==> config.mk <==
export PLATFORM = sky130hd
export DESIGN_NAME = pipeline_sequencer
export DESIGN_NICKNAME = d
export VERILOG_FILES = /design/src/rtl/pipe_ctrl_pkg.sv /design/src/rtl/go_edge_sync.sv /design/src/rtl/pipeline_sequencer.sv
export SDC_FILE = /design/constraint.sdc
export NUM_CORES = 1
export LEC_CHECK = 0
export BUFFER_PORTS_ARGS = -buffer_cell sky130_fd_sc_hd__buf_2
export CAP_MARGIN = 20
export CORE_UTILIZATION = 40
export CTS_CLUSTER_DIAMETER = 30
export DETAILED_ROUTE_END_ITERATION = 12
export PLACE_DENSITY = 0.73
export SETUP_SLACK_MARGIN = 0.2
export SYNTH_ARGS = -nofsm -noshare
export SYNTH_HDL_FRONTEND = slang
export SYNTH_SLANG_ARGS = --single-unit
==> constraint.sdc <==
create_clock -name clk -period 3.6 [get_ports clk]
set_input_delay 0.36 -clock clk [delete_from_list [all_inputs] [get_ports clk]]
set_output_delay 0.36 -clock clk [all_outputs]
set_load 0.005 [all_outputs]
==> src/rtl/pipe_ctrl_pkg.sv <==
`default_nettype none
// ============================================================================
// Module   : pipe_ctrl_pkg
// Brief    : Shared encodings for the 5-stage pipeline control path: FSM
//            state codes, PC source select codes and the control bundle.
// Revision : 1.0 - initial release
// ============================================================================
package pipe_ctrl_pkg;

    // Sequencer state encoding
    localparam logic [1:0] RUN    = 2'd0;
    localparam logic [1:0] HALTED = 2'd1;
    localparam logic [1:0] RESUME = 2'd2;

    // PC source select codes, shared with the PC mux
    localparam logic [1:0] PC_SEQ = 2'b00;
    localparam logic [1:0] PC_BR  = 2'b01;
    localparam logic [1:0] PC_J   = 2'b10;
    localparam logic [1:0] PC_JR  = 2'b11;

    // Pipeline control bundle produced by the sequencer each cycle
    typedef struct packed {
        logic       pc_en;
        logic [1:0] pc_sel;
        logic       if_id_en;
        logic       if_id_flush;
        logic       id_ex_en;
        logic       id_ex_flush;
    } pipe_ctrl_t;

    // Free-running pipeline: everything advances, nothing is flushed
    localparam pipe_ctrl_t CTRL_RUN  = '{pc_en: 1'b1, pc_sel: PC_SEQ,
                                         if_id_en: 1'b1, if_id_flush: 1'b0,
                                         id_ex_en: 1'b1, id_ex_flush: 1'b0};

    // Frozen pipeline: nothing advances, nothing is flushed
    localparam pipe_ctrl_t CTRL_HOLD = '{pc_en: 1'b0, pc_sel: PC_SEQ,
                                         if_id_en: 1'b0, if_id_flush: 1'b0,
                                         id_ex_en: 1'b0, id_ex_flush: 1'b0};

    // Redirect source with priority jr > j > br; never returns X
    function automatic logic [1:0] redirect_sel(input logic jr,
                                                input logic j,
                                                input logic br);
        logic [1:0] sel;
        sel = PC_SEQ;
        if (jr)      sel = PC_JR;
        else if (j)  sel = PC_J;
        else if (br) sel = PC_BR;
        return sel;
    endfunction

endpackage
`default_nettype wire

==> src/rtl/go_edge_sync.sv <==
`default_nettype none
// ============================================================================
// Module   : go_edge_sync
// Brief    : Multi-flop synchronizer for the asynchronous go button followed
//            by an edge flop; emits a one-cycle pulse on each rising edge.
// Revision : 1.0 - initial release
// ============================================================================
module go_edge_sync #(
    parameter int GO_SYNC = 2
) (
    input  logic clk,
    input  logic rst,
    input  logic go,
    output logic go_pulse
);

    logic [GO_SYNC-1:0] sync_q;
    logic [GO_SYNC-1:0] sync_d;
    logic               edge_q;
    logic               edge_d;

    // Shift the raw button into the synchronizer chain; remember last sample
    always_comb begin
        sync_d = {sync_q[GO_SYNC-2:0], go};
        edge_d = sync_q[GO_SYNC-1];
    end

    // Synchronizer and edge flops, cleared by the asynchronous reset
    always_ff @(posedge clk or negedge rst) begin
        if (!rst) begin
            sync_q <= '0;
            edge_q <= 1'b0;
        end else begin
            sync_q <= sync_d;
            edge_q <= edge_d;
        end
    end

    // A level that has been high for a while produces no pulse
    assign go_pulse = sync_q[GO_SYNC-1] & ~edge_q;

endmodule
`default_nettype wire

==> src/rtl/pipeline_sequencer.sv <==
`default_nettype none
// ============================================================================
// Module   : pipeline_sequencer
// Brief    : Central control for the 5-stage MIPS pipeline. Sequences
//            load-use stalls, branch/jump redirects and syscall halt/resume,
//            and keeps the cycle/branch/bubble statistics counters.
// Revision : 1.0 - initial release
// ============================================================================
module pipeline_sequencer
    import pipe_ctrl_pkg::*;
#(
    parameter int CNT_W   = 32,
    parameter int GO_SYNC = 2
) (
    input  logic             clk,
    input  logic             rst,
    input  logic             go,
    input  logic             load_use,
    input  logic             br_taken,
    input  logic             j_taken,
    input  logic             jr_taken,
    input  logic             halt_req,
    output logic             pc_en,
    output logic [1:0]       pc_sel,
    output logic             if_id_en,
    output logic             if_id_flush,
    output logic             id_ex_en,
    output logic             id_ex_flush,
    output logic             running,
    output logic [CNT_W-1:0] total_cycles,
    output logic [CNT_W-1:0] condi_num,
    output logic [CNT_W-1:0] uncondi_num,
    output logic [CNT_W-1:0] bubble_num
);

    logic [1:0]       state_q;
    logic [1:0]       state_d;
    pipe_ctrl_t       ctrl;
    logic             go_pulse;
    logic             redirect;
    logic             inc_total;
    logic             inc_condi;
    logic             inc_uncondi;
    logic             inc_bubble;
    logic [CNT_W-1:0] total_cycles_q;
    logic [CNT_W-1:0] total_cycles_d;
    logic [CNT_W-1:0] condi_num_q;
    logic [CNT_W-1:0] condi_num_d;
    logic [CNT_W-1:0] uncondi_num_q;
    logic [CNT_W-1:0] uncondi_num_d;
    logic [CNT_W-1:0] bubble_num_q;
    logic [CNT_W-1:0] bubble_num_d;

    go_edge_sync #(
        .GO_SYNC (GO_SYNC)
    ) u_go_edge_sync (
        .clk      (clk),
        .rst      (rst),
        .go       (go),
        .go_pulse (go_pulse)
    );

    assign redirect = br_taken | j_taken | jr_taken;

    // Next-state, pipeline control decode and counter qualifiers
    always_comb begin
        state_d     = state_q;
        ctrl        = CTRL_RUN;
        inc_total   = 1'b0;
        inc_condi   = 1'b0;
        inc_uncondi = 1'b0;
        inc_bubble  = 1'b0;
        case (state_q)
            RUN, RESUME: begin
                inc_total = 1'b1;
                // The syscall that caused the halt is still in WB during
                // RESUME, so halt_req is only honoured from RUN.
                if ((state_q == RUN) && halt_req) begin
                    ctrl    = CTRL_HOLD;
                    state_d = HALTED;
                end else begin
                    state_d = RUN;
                    if (redirect) begin
                        // Redirect wins over a stall: the stalled ID
                        // instruction is on the wrong path anyway.
                        ctrl.pc_sel      = redirect_sel(jr_taken, j_taken, br_taken);
                        ctrl.if_id_flush = 1'b1;
                        ctrl.id_ex_flush = 1'b1;
                        if (jr_taken || j_taken) begin
                            inc_uncondi = 1'b1;
                        end else begin
                            inc_condi = 1'b1;
                        end
                    end else if (load_use) begin
                        ctrl.pc_en       = 1'b0;
                        ctrl.if_id_en    = 1'b0;
                        ctrl.id_ex_flush = 1'b1;
                        inc_bubble       = 1'b1;
                    end
                end
            end
            HALTED: begin
                ctrl = CTRL_HOLD;
                if (go_pulse) begin
                    state_d = RESUME;
                end
            end
            default: begin
                state_d = RUN;
            end
        endcase
    end

    // Statistics counters, wrapping modulo 2^CNT_W
    always_comb begin
        total_cycles_d = total_cycles_q + (inc_total   ? CNT_W'(1) : CNT_W'(0));
        condi_num_d    = condi_num_q    + (inc_condi   ? CNT_W'(1) : CNT_W'(0));
        uncondi_num_d  = uncondi_num_q  + (inc_uncondi ? CNT_W'(1) : CNT_W'(0));
        bubble_num_d   = bubble_num_q   + (inc_bubble  ? CNT_W'(1) : CNT_W'(0));
    end

    // State and counter registers with asynchronous active-low reset
    always_ff @(posedge clk or negedge rst) begin
        if (!rst) begin
            state_q        <= RUN;
            total_cycles_q <= '0;
            condi_num_q    <= '0;
            uncondi_num_q  <= '0;
            bubble_num_q   <= '0;
        end else begin
            state_q        <= state_d;
            total_cycles_q <= total_cycles_d;
            condi_num_q    <= condi_num_d;
            uncondi_num_q  <= uncondi_num_d;
            bubble_num_q   <= bubble_num_d;
        end
    end

    assign pc_en        = ctrl.pc_en;
    assign pc_sel       = ctrl.pc_sel;
    assign if_id_en     = ctrl.if_id_en;
    assign if_id_flush  = ctrl.if_id_flush;
    assign id_ex_en     = ctrl.id_ex_en;
    assign id_ex_flush  = ctrl.id_ex_flush;
    assign running      = (state_q != HALTED);
    assign total_cycles = total_cycles_q;
    assign condi_num    = condi_num_q;
    assign uncondi_num  = uncondi_num_q;
    assign bubble_num   = bubble_num_q;

endmodule
`default_nettype wire

# Yosys cells after proc, flatten, opt, wreduce, memory -nomap -nowiden
# Cells that the tools add are included.
[totals]
register_bits = 133
input_bits = 8
output_inout_bits = 136
wordCells = 55
[classes]
addsub = 4
n_eq_ne = 4
mux = 32
bitwise = 4
reduce_logical = 4
[op_table]
columns = ["operator", "count"]
rows = [
  ["$add A32 B1 Y32", 4],
  ["$mux W1", 25],
  ["$pmux W7 S2", 1],
  ["$mux W2", 4],
  ["$mux W5", 1],
  ["$pmux W2 S2", 1],
  ["$eq A2 B1 Y1 const B", 1],
  ["$eq A2 B2 Y1 const B", 1],
  ["$logic_not A2 Y1", 1],
  ["$ne A2 B1 Y1 const B", 1],
  ["$ne A2 B2 Y1 const B", 1],
  ["$or A1 B1 Y1", 2],
  ["$reduce_or A2 Y1", 1],
  ["$and A1 B1 Y1", 1],
  ["$logic_and A1 B1 Y1", 1],
  ["$logic_or A1 B1 Y1", 1],
  ["$not A1 Y1", 1],
]

# Longest topological paths before layout
[logic_depth]
ltp_word = 7
ltp_mapped = 9
ltp_nobuf = 9

# Modules after synthesis
# Synthesis repeated with hierarchy kept, for this count alone.
[hier_totals]
hier_cells = 516
hier_area_um2 = 5919.4
[modules_own_cells]
columns = ["mod", "n_inst", "cells_each", "area_each_um2", "seq_area_each_um2"]
rows = [
  ["pipeline_sequencer", 1, 512, 5830.6, 3253.1],
  ["go_edge_sync", 1, 4, 88.8, 75.1],
]

# Least setup slack after synthesis
# No wires, ideal clock.
[synth_path]
kind = "input port to flip-flop"
from = "in jr_taken"
to = "reg bubble_num_q[30] (netlist: bubble_num[30])"
setup_ps = 79
arrival_time_ps = 2233
required_time_ps = 3521
slack_ps = 1288
path_stages = 9
path_buffers = 0
cell_sequence = "nor3_1 > nand2_1 > nor2_1 > ha_1 > ha_1 > nand2_1 > nor3_1 > and4_1 > xor2_1"
[synth_via]
elab_chain_len = 6
[synth_lines]
columns = ["element", "line", "source"]
rows = [
  ["from (decl)", "pipeline_sequencer.sv:21", "input logic jr_taken,"],
  ["$or A1 B1 Y1", "pipeline_sequencer.sv:63", "assign redirect = br_taken | j_taken | jr_taken;"],
  ["$mux W1", "pipeline_sequencer.sv:83", "if (redirect) begin"],
  ["$mux W1", "pipeline_sequencer.sv:78", "if ((state_q == RUN) && halt_req) begin"],
  ["$mux W1", "pipeline_sequencer.sv:73", "case (state_q)"],
  ["$mux W1", "pipeline_sequencer.sv:119", "bubble_num_d = bubble_num_q + (inc_bubble ? CNT_W'(1) : CNT_W'(0));"],
  ["$add A32 B1 Y32", "pipeline_sequencer.sv:119", ""],
  ["named net bubble_num_d[30]", "pipeline_sequencer.sv:52", "logic [CNT_W-1:0] bubble_num_d;"],
  ["to (signal assigned)", "pipeline_sequencer.sv:135", "bubble_num_q <= bubble_num_d;"],
  ["to (decl)", "pipeline_sequencer.sv:51", "logic [CNT_W-1:0] bubble_num_q;"],
]
# The timed path passes the listed nets, and every way through them passes these cells.
# A chain may end at the register's enable or synchronous reset.

# Worst setup path after layout
[layout_path]
from = "reg state_q[0]"
to = "reg uncondi_num_q[27] (netlist: uncondi_num[27])"
[layout_via]
elab_chain_len = 6
word_cells_on_any_way = 8
classes_between = "1 x add/sub; 1 x eq/ne; 3 x mux; 3 x reduce/logical"
[layout_lines]
columns = ["element", "line", "source"]
rows = [
  ["from (decl)", "pipeline_sequencer.sv:36", "logic [1:0] state_q;"],
  ["from (signal assigned)", "pipeline_sequencer.sv:131", "state_q <= state_d;"],
  ["$logic_not A2 Y1", "pipeline_sequencer.sv:73, pipeline_sequencer.sv:78", ""],
  ["$logic_and A1 B1 Y1", "pipeline_sequencer.sv:78", ""],
  ["$mux W1", "pipeline_sequencer.sv:78", ""],
  ["$mux W1 (*)", "pipeline_sequencer.sv:73", ""],
  ["$mux W1 (*)", "pipeline_sequencer.sv:118", "uncondi_num_d = uncondi_num_q + (inc_uncondi ? CNT_W'(1) : CNT_W'(0));"],
  ["$add A32 B1 Y32 (*)", "pipeline_sequencer.sv:118", ""],
  ["named net uncondi_num_d[27]", "pipeline_sequencer.sv:50", "logic [CNT_W-1:0] uncondi_num_d;"],
  ["to (signal assigned)", "pipeline_sequencer.sv:134", "uncondi_num_q <= uncondi_num_d;"],
  ["to (decl)", "pipeline_sequencer.sv:49", "logic [CNT_W-1:0] uncondi_num_q;"],
]
# Mark *: on every way through the listed nets, which the timed path passes. The rest lies on a longest branch.

==> impl_table.tex <==
\begin{tabular}{lr}
\hline
Metric & Value \\
\hline
\multicolumn{2}{l}{\textbf{Run}} \\
\quad Max-capacitance violation count & 0 \\
\multicolumn{2}{l}{\textbf{Finish}} \\
\quad Total inserted antenna cells & 0 \\
\quad Layout cells sized above 1 & 28.19\% \\
\quad Area growth, synth to finish & 26.02\% \\
\quad Fill cell instance count of the final layout & between 1k and 1.5k \\
\quad Net count reported at finish & between 700 and 800 \\
\multicolumn{2}{l}{\textbf{Timing}} \\
\quad Number of failing setup endpoints in the final timing report & 0 \\
\quad Hold Vio Cnt, Final & 4 \\
\quad Setup repair after global routing missed its margin & false \\
\quad Post-route worst hold slack & -0.01731 ns \\
\quad Number of pins with negative max-slew slack in the final report & 0 \\
\quad Maximum operating frequency & 0.3769 GHz \\
\quad Slew at the pin with the worst max-slew slack & 0.8097 ns \\
\quad Final clock period utilization by the worst path & 73.69\% \\
\quad Max Clock Skew & between 0.01 and 0.015 ns \\
\quad Slew Limit Headroom & approximately 46\% \\
\quad Fin Setup TNS & 0 ns \\
\quad Post-layout minimum cycle time & 2.653 ns \\
\multicolumn{2}{l}{\textbf{Floorplanning}} \\
\quad Num ports & 144 \\
\quad Area of the die & 15550 um2 \\
\quad Vertical extent of the die & 124.7 um \\
\quad Die Wd & 124.7 um \\
\quad Initial Util & about two fifths \\
\quad Total number of placement rows & 44 \\
\quad Core region area & about 15000 um2 \\
\multicolumn{2}{l}{\textbf{GRT}} \\
\quad Aggregate global-route resource usage & 17.61\% \\
\quad Number of antenna violations at the first check in global routing & 0 \\
\quad Largest net degree at the start of global routing & 89 \\
\quad Global-route wire length before repair & 22.02 mm \\
\quad Global-route congestion overflow total & 0 \\
\quad Number of global-route vias before repair & roughly 4.5k \\
\multicolumn{2}{l}{\textbf{Setup path}} \\
\quad Worst R2R End & uncondi\_num[27]\$\_DFF\_PN0\_ \\
\quad Data arrival time at the worst-slack endpoint & 3.00 ns \\
\quad Maximum fanout along the worst path & 13 \\
\quad Path type of the worst setup path & register to register \\
\quad Master of the slowest instance on the critical path & or4\_4 \\
\quad Required time of the worst setup path & a little under 4 ns \\
\quad Worst reg2reg startpoint & state\_q[0]\$\_DFFE\_PN0P\_ \\
\quad CP Launch Type & register \\
\quad Worst Reg2Reg Path Length in Cells & 7 \\
\quad Critical path, cell by cell & a21o\_1 > nor2\_1 > ha\_1 > nand4\_4 > or4\_4 > nor4\_1 > xnor2\_1 \\
\quad Delay of the slowest critical-path stage & 0.67 ns \\
\quad Flop2flop setup slack & between 0.9 and 1 ns \\
\quad CP endpoint kind & register \\
\multicolumn{2}{l}{\textbf{Yosys}} \\
\quad Post-Synthesis Cells & 531 \\
\quad Number of synthesis warnings & 0 \\
\quad Synthesized area per cell & 11.34 um2 \\
\quad Library cells used by synthesis & 36 \\
\quad Fraction of the yosys area taken by sequential cells & 55.28\% \\
\quad Cell area after synthesis & 6021 um2 \\
\quad Post-synth net total & around 550 \\
\quad Seq cells post-synth & 133 \\
\multicolumn{2}{l}{\textbf{Run status}} \\
\quad Failing checks & negative hold slack \\
\quad Outcome & finished with violations \\
\multicolumn{2}{l}{\textbf{Power and ir drop}} \\
\quad Static Leak & 3.874 nW \\
\quad Total Power Consumption & 3.753 mW \\
\quad Worst supply voltage drop on vdd & 317.3 uV \\
\quad Cell Pwr Density & 494.6 nW/um2 \\
\multicolumn{2}{l}{\textbf{Drt}} \\
\quad DRC violation count after routing & 0 \\
\quad Routed via count divided by cell count & 5.161 \\
\quad Final antenna-violating net count & 0 \\
\quad Drt total wl & 13.07 mm \\
\quad Total via count after detailed routing & 4593 \\
\quad Routed length per instance & $\sim$15 um \\
\quad 1st-pass router iterations & 4 \\
\quad First DRT Iteration DRCs & 173 \\
\multicolumn{2}{l}{\textbf{CTS}} \\
\quad CTS Root Buffer Type & clkbuf\_16 \\
\quad Clock-pin slew on the worst setup and hold paths & 0.06 ns \\
\quad Clk Latency, worst-skew pair & 0.42 ns \\
\quad CTS Hold Bufs & 0 \\
\quad Number of buffers on the longest clock path & 2 \\
\quad Count of instances resized after the clock tree is built & 0 \\
\quad Num Clock Sinks & $\sim$130 \\
\quad H-tree depth reported by CTS & 4 \\
\quad Number of setup buffers added after CTS & 0 \\
\quad Cts bufs inserted & 17 \\
\quad TritonCTS clock tree & done \\
\multicolumn{2}{l}{\textbf{Hold path}} \\
\quad Worst min path class & input pin to async pin \\
\multicolumn{2}{l}{\textbf{Placement}} \\
\quad Number of buffers added on ports & approximately 140 \\
\quad Detailed placement HPWL & 9.329 mm \\
\quad Global placement routability congestion & 0.8526 \\
\hline
\end{tabular}
-- worst max-delay path by stage --
stage / start / end / slack, ns / depth (start not counted)
3_3_place_gp: halt_req / uncondi_num[27]$_DFF_PN0_ / 0.97 / 8
4_1_cts: state_q[0]$_DFFE_PN0P_ / uncondi_num[26]$_DFF_PN0_ / 0.91 / 7
5_1_grt: state_q[0]$_DFFE_PN0P_ / uncondi_num[27]$_DFF_PN0_ / 0.80 / 7
2_1_floorplan: jr_taken / bubble_num[30]$_DFF_PN0_ / 1.29 / 9
3_5_place_dp: jr_taken / bubble_num[26]$_DFF_PN0_ / 0.88 / 10
6_report: state_q[0]$_DFFE_PN0P_ / uncondi_num[27]$_DFF_PN0_ / 0.95 / 7
-- cell usage after synthesis (all sizes together) --
| cell type | number | area share, % |
|---|---|---|
| dfrtp | 133 | 55 |
| xnor2 | 73 | 11 |
| nand3 | 48 | 4.0 |
| xor2 | 48 | 7.0 |
| nand4 | 35 | 4.1 |
| nand2 | 34 | 2.1 |
| nor2 | 28 | 1.7 |
| nor3 | 24 | 2.5 |
| inv | 19 | 1.2 |
| nor4 | 17 | 2.1 |
| and3 | 13 | 1.4 |
| and4 | 10 | 1.5 |
| ha | 9 | 1.9 |
| and2 | 7 | 0.73 |
| or4 | 6 | 0.81 |
| clkbuf | 4 | 0.25 |
| nor3b | 4 | 0.58 |
| or2 | 4 | 0.42 |
| a21oi | 2 | 0.17 |
| buf | 2 | 0.31 |
| nand4b | 2 | 0.29 |
| or3b | 2 | 0.29 |
| a21o | 1 | 0.12 |
| a31oi | 1 | 0.10 |
| and4b | 1 | 0.17 |
| nor4b | 1 | 0.15 |
| o21a | 1 | 0.12 |
| o21ai | 1 | 0.083 |
| or3 | 1 | 0.10 |
-- layer usage --
metal	GRT usage (%)	routed length (um)
met1	22.17	5749
met2	28.47	6490
met3	4.811	630
met4	7.371	204
met5	0	0
-- registers in the layout, summed over array words and instances, names as in the netlist --
register	flops
bubble_num	32
condi_num	32
total_cycles	32
uncondi_num	32
state_q	2
u_go_edge_sync.sync_q	2
u_go_edge_sync.edge_q	1
-- worst max-delay path, delay by kind of cell (launching register included) --
kind | cells | cell delay, ns
flops | 1 | 0.43
compound gates | 1 | 0.24
fa+ha+maj | 1 | 0.31
xor+xnor | 1 | 0.16
simple gates | 4 | 1.44
-- through the flow --
stage / std cells / utilization, % / cell area, um2 / setup slack (ns) / hold slack [ns]
after detailed placement: 857 / 47.82 / 6977 / 0.8816 / 0.3479
after global placement: 857 / 47.82 / 6977 / 0.9728 / 0.3340
final: 890 / 52.01 / 7587 / 0.9471 / -0.01731
after floorplan: 531 / - / 6021 / 1.288 / 0.06441
after CTS: 889 / 51.97 / 7582 / 0.9083 / 0.02320
after global routing: 890 / 52.01 / 7587 / 0.7999 / 0.02294
-- final cells by class --
cell class | count | area [um2] | share of cell area (%)
clock buffers | 17 | 425.4 | 5.607
clock inverters | 15 | 180.2 | 2.375
inverters | 19 | 71.32 | 0.9400
multi-input cells | 373 | 2587 | 34.10
flip-flops and latches | 133 | 3328 | 43.87
well taps | 184 | 230.2 | 3.034
repair buffers | 149 | 764.5 | 10.08
-- cell families (layout without fill, tap and decap cells) --
logic type,after synthesis,after routing,synth area share [%]
AOI/OAI and AO/OA,6,6,0.6027
DFF,133,133,55.28
xor gates and xnor gates,121,121,17.60
buffers and inverters,25,200,1.746
adders and majority gates,9,9,1.870
and+or+nand+nor,237,237,22.90
-- power by group --
part	switching, mW	internal [mW]	leakage [nW]
clock network	0.664	1.09	0.278
registers	0.124	1.59	1.77
logic	0.148	0.135	1.83
total	0.936	2.82	3.87
-- cell usage in the layout, fill, tap and decap left out, drive strengths merged, types with 2 or more instances in the layout --
master / n
a21oi: 2
and2: 7
and3: 13
and4: 10
buf: 149
bufinv: 3
clkbuf: 17
clkinv: 4
clkinvlp: 6
dfrtp: 133
ha: 9
inv: 21
nand2: 34
nand3: 48
nand4: 35
nand4b: 2
nor2: 28
nor3: 24
nor3b: 4
nor4: 17
or2: 4
or3b: 2
or4: 6
xnor2: 73
xor2: 48
Power figures use the tool's default switching activity.
